**src/rtl/async_fifo_rd_packer.sv**
```systemverilog
// Read-side drain of an async FIFO: packs PACK consecutive DSIZE-bit words into one valid/ready beat.
// Optional `RD_PACK_STATS_EN adds saturating word-pop and stall counters.
module async_fifo_rd_packer #(
    parameter int DSIZE = 8,
    parameter int PACK  = 4
) (
    input  logic                  rclk,
    input  logic                  rrst,
    input  logic                  rempty,
    input  logic [DSIZE-1:0]      rdata,
    output logic                  rinc,
    input  logic                  flush,
    output logic [DSIZE*PACK-1:0] out_data,
    output logic [PACK-1:0]       out_keep,
    output logic                  out_valid,
    input  logic                  out_ready
`ifdef RD_PACK_STATS_EN
    ,
    output logic [15:0]           stat_words,
    output logic [15:0]           stat_stall
`endif
);

    // Handshake: a beat moves on any rclk edge where out_valid & out_ready; the
    // beat is held unchanged until then. rinc pops the FIFO head in the same cycle.
    localparam int CW = $clog2(PACK + 1);
    localparam logic [CW-1:0] LAST = CW'(PACK - 1);

    logic [CW-1:0]         cnt_q, cnt_d;
    logic [DSIZE*PACK-1:0] acc_q, acc_d;
    logic [DSIZE*PACK-1:0] out_data_q, out_data_d;
    logic [PACK-1:0]       out_keep_q, out_keep_d;
    logic                  out_valid_q, out_valid_d;
    logic                  pend_q, pend_d;

    logic                  out_free;
    logic                  flush_req;
    logic                  pop;
    logic                  full_load;
    logic                  flush_go;
    logic                  load;
    logic [CW-1:0]         n_fill;
    logic [DSIZE*PACK-1:0] acc_new;
    logic [PACK-1:0]       keep_new;

    always_comb begin
        out_free  = !out_valid_q | out_ready;
        flush_req = flush | pend_q;
        pop       = !rrst & !rempty & !pend_q & ((cnt_q < LAST) | out_free);

        acc_new = acc_q;
        for (int i = 0; i < PACK; i++) begin
            if (pop && (CW'(i) == cnt_q)) begin
                acc_new[i*DSIZE +: DSIZE] = rdata;
            end
        end
        n_fill = cnt_q + CW'(pop);

        keep_new = '0;
        for (int i = 0; i < PACK; i++) begin
            keep_new[i] = (CW'(i) < n_fill);
        end

        full_load = pop & (cnt_q == LAST);
        flush_go  = flush_req & out_free & (n_fill != '0) & !full_load;
        load      = full_load | flush_go;

        // Lanes above cnt are kept zero, so the accumulator can load the output directly.
        cnt_d       = load ? '0 : n_fill;
        acc_d       = load ? '0 : acc_new;
        out_valid_d = load | (out_valid_q & !out_ready);
        out_data_d  = load ? acc_new : out_data_q;
        out_keep_d  = load ? keep_new : out_keep_q;
        pend_d      = flush_req & !out_free;
    end

    always_ff @(posedge rclk) begin
        if (rrst) begin
            cnt_q       <= '0;
            acc_q       <= '0;
            out_data_q  <= '0;
            out_keep_q  <= '0;
            out_valid_q <= 1'b0;
            pend_q      <= 1'b0;
        end else begin
            cnt_q       <= cnt_d;
            acc_q       <= acc_d;
            out_data_q  <= out_data_d;
            out_keep_q  <= out_keep_d;
            out_valid_q <= out_valid_d;
            pend_q      <= pend_d;
        end
    end

    assign rinc      = pop;
    assign out_data  = out_data_q;
    assign out_keep  = out_keep_q;
    assign out_valid = out_valid_q;

`ifdef RD_PACK_STATS_EN
    logic [15:0] words_q, words_d;
    logic [15:0] stall_q, stall_d;

    always_comb begin
        words_d = words_q;
        stall_d = stall_q;
        if (pop && (words_q != 16'hFFFF)) begin
            words_d = words_q + 16'd1;
        end
        if (!rempty && !pop && (stall_q != 16'hFFFF)) begin
            stall_d = stall_q + 16'd1;
        end
    end

    always_ff @(posedge rclk) begin
        if (rrst) begin
            words_q <= '0;
            stall_q <= '0;
        end else begin
            words_q <= words_d;
            stall_q <= stall_d;
        end
    end

    assign stat_words = words_q;
    assign stat_stall = stall_q;
`endif

endmodule

```
**config.mk**
```make
export PLATFORM = sky130hd
export DESIGN_NAME = async_fifo_rd_packer
export DESIGN_NICKNAME = d
export VERILOG_FILES = /design/src/rtl/async_fifo_rd_packer.sv
export SDC_FILE = /design/constraint.sdc
export NUM_CORES = 1
export LEC_CHECK = 0
export CAP_MARGIN = 30
export CORE_AREA = 10 10 106 108
export CTS_CLUSTER_SIZE = 25
export DETAILED_ROUTE_END_ITERATION = 8
export DIE_AREA = 0 0 116 118
export GPL_ROUTABILITY_DRIVEN = 0
export SLEW_MARGIN = 20
export SYNTH_ARGS = -nofsm -noshare
export SYNTH_HDL_FRONTEND = slang
export SYNTH_SLANG_ARGS = --single-unit
```
**constraint.sdc**
```tcl
create_clock -name rclk -period 2.6 [get_ports rclk]
set_input_delay 0.52 -clock rclk [delete_from_list [all_inputs] [get_ports rclk]]
set_output_delay 0.52 -clock rclk [all_outputs]
set_load 0.02 [all_outputs]
```
==> flow_metrics.py <==
metrics = {
    "status": {
        "status": "finished clean",
    },
    "clocking": {
        "cts_root_buf": "clkbuf_8",
        "cts_hold_buf": 0,
        "clk_pin_slew_ns": 0.07,
        "htreeDepth": 3,
        "cts_buffers": 9,
        "clock-sinks": 73,
        "clk_latency_ns": 0.34,
        "cts_max_path_buffers": 2,
        "cts_setup_buffers": 0,
        "cts_tree": "yes",
    },
    "synthesis": {
        "netlist_area_um2": 2680,
        "synth_area_leader_cell": "dfxtp_1",
        "synth_cells": 262,
        "synth_area_leaders": "dfxtp_1, mux2i_1, a221oi_1",
        "synth_cell_types": 28,
        "seq_area_frac_synth_pct": 54.5,
        "synthArstFlopShare_pct": 0,
        "synth.most_common_cell": "dfxtp_1",
        "synth-edff-count": 0,
        "syn_area_per_cell_um2": 10.2,
        "ys_top_cells_by_count": "dfxtp_1, nor2_1, a221oi_1, mux2i_1, buf_2",
        "yosysTopAreaCellShare_pct": 54.5,
        "yosys_warnings": 0,
        "syn_nets": 277,
        "ys.flop_type": "dfxtp_1",
        "ys_ff_latch": 73,
    },
    "finish": {
        "regArea_um2": 1460,
        "finalNetCount": 341,
        "area_delta_synth_final_pct": 37.3,
        "num_antenna_cells": 0,
        "num-fill-cells": 913,
        "fin_util_pct": 40.4,
        "multi_input_area_um2": 1160,
        "final_layout_size_suffix_gt1_share_pct": 14.8,
    },
    "die": {
        "ios": 51,
        "row_count": 35,
        "initial_core_util_pct": 29.5,
        "die-width_um": 116,
        "die-area_um2": 13700,
        "core_um2": 9110,
        "dieHeight_um": 118,
    },
    "pwr": {
        "powerDensity_nw_per_um2": 675,
        "netSwitchingFraction_pct": 27.8,
        "seqPwrFrac_pct": 49.5,
        "p_switching_mw": 0.691,
        "power.total_mw": 2.49,
        "combinationalPowerShare_pct": 20.0,
        "leakage_nw": 1.47,
        "clkPwrFrac_pct": 30.6,
        "p_int_mw": 1.79,
        "ir_drop_uv": 401,
    },
    "placement": {
        "io_buffers": 50,
        "dp_hpwl_mm": 5.05,
    },
    "routing": {
        "vias": 2158,
        "routedWlPerCell_um": 16.2,
        "postRouteAntennaNets": 0,
        "drc_errors": 0,
        "first_iter_violations": 71,
        "wl_mm": 7.15,
        "first_pass_iters": 5,
        "vias_per_cell": 4.89,
    },
    "setup_path": {
        "end_kind": "register",
        "crit_path_start_kind": "primary input",
        "timing_worst_setup_path_type": "in -> reg",
        "critical_path.most_common_cell": "nor2_1",
        "crit_chain": "clkdlybuf4s50_1 -> nand2b_1 -> nor2_1 -> nor4_4 -> ha_2 -> ha_4 -> xnor2_4 -> a211oi_2 -> or3_1 -> buf_6 -> nor2_1",
        "rr_worst_depth": 10,
        "max_stage_delay_ns": 0.43,
        "cp.required_ns": 2.88,
        "cp.arrival_ns": 2.76,
        "path_max_fanout": 19,
        "worst_path_max_delay_cell": "or3_1",
    },
    "timing": {
        "relSlewSlack_pct": 71.3,
        "fin_skew_ns": 0.00423,
        "fmax_mhz": 402,
        "drv_slew": 0,
        "tns_ns": 0,
        "hold_slack_ns": 0.494,
        "period_needed_ns": 2.49,
        "fin_crit_sh_pct": 95.7,
        "hold_viol_final": 0,
        "setup-violations-final": 0,
        "worst_pin_slew_ns": 0.430,
    },
    "global_routing": {
        "grt_max_degree": 40,
        "grt_pass1_vias": 2291,
        "grt_use_total_pct": 10.9,
        "antenna_found_initial": 0,
        "overflow": 0,
        "grt_pass1_wl_mm": 11.8,
    },
    "run": {
        "max_cap_violations": 0,
    },
    "worst_hold_path": {
        "worst_hold_path_type": "reg -> reg",
        "holdPathStages": 2,
    },
}
==> layer usage <==
layer	part of all wire (%)	global-route usage, %	vias up
li1	-	-	1059
met1	45	13.1	1023
met2	47	17.1	68
met3	6.9	4.49	8
met4	1.3	3.68	0
met5	0	0	-
==> layout make-up <==
class | count | area share (%)
multi-input cells | 164 | 31.5
well taps | 111 | 3.77
clock buffers | 12 | 3.94
clock inverters | 3 | 0.476
flip-flops and latches | 73 | 39.7
repair buffers | 76 | 20.4
inverters | 2 | 0.204
==> critical path: cells and delay by family <==
family	cells	cell delay, ns
AO/OA/AOI/OAI	1	0.11
XOR/XNOR	1	0.20
adder cells (fa/ha/maj)	2	0.37
AND/OR/NAND/NOR	5	0.96
buffers and inverters	2	0.60
==> path summary, 6_finish.rpt <==
kind / start / end / slack, ns
worst max-delay path: out_ready / acc_q[11] / 0.11
worst min-delay path: acc_q[14] / acc_q[14] / 0.49
worst max register to register: cnt_q[1] / acc_q[11] / 0.31
worst min register to register: acc_q[14] / acc_q[14] / 0.49
==> sequential cells by signal (all words and copies together), names as in the netlist <==
register   count
acc_q         32
cnt_q          3
out_data      32
out_keep       4
out_valid      1
pend_q         1
==> per-stage QoR <==
stage | std cells | worst slack [ns] | area [µm²]
2_1_floorplan | 262 | 0.0115 | 2780
3_3_place_gp | 426 | -0.172 | 3500
3_5_place_dp | 426 | -0.239 | 3500
4_1_cts | 441 | 0.123 | 3670
5_1_grt | 441 | -0.00335 | 3680
6_report | 441 | 0.112 | 3680
==> cells in the final DEF (no fill, tap or decap), drive strengths merged, types with 2 or more instances in the layout <==
cell	count
clkdlybuf4s50	49
nor2	70
buf	26
a311oi	2
or3	3
inv	2
clkbuf	12
clkinv	2
a221oi	32
or3b	2
ha	2
dfxtp	73
nand2	3
a211oi	3
mux2i	32
nor3	6
==> logic make-up after synthesis <==
kind of cell,count (synthesis),share of synthesized area [%]
simple gates,89,14.7
flops,73,54.5
buf+inv,25,4.90
fa+ha+maj,2,0.933
compound gates,40,12.7
mux,32,11.9
xor+xnor,1,0.327
==> power by group through the flow <==
stage	clock network [mW]	logic, mW	registers [mW]
6_report	0.760	0.496	1.23
5_1_grt	0.825	0.537	1.24
4_1_cts	0.784	0.499	1.23
3_5_place_dp	0	0.497	1.26
3_3_place_gp	0	0.491	1.26
2_1_floorplan	0	0.194	1.33
==> repair_timing <==
action	CTS	global route
pin swaps	0	1
endpoints found under the setup margin	1	10
hold endpoints to repair	0	0
resized for setup	1	3
Note: power is estimated with default switching activity, not from simulation.
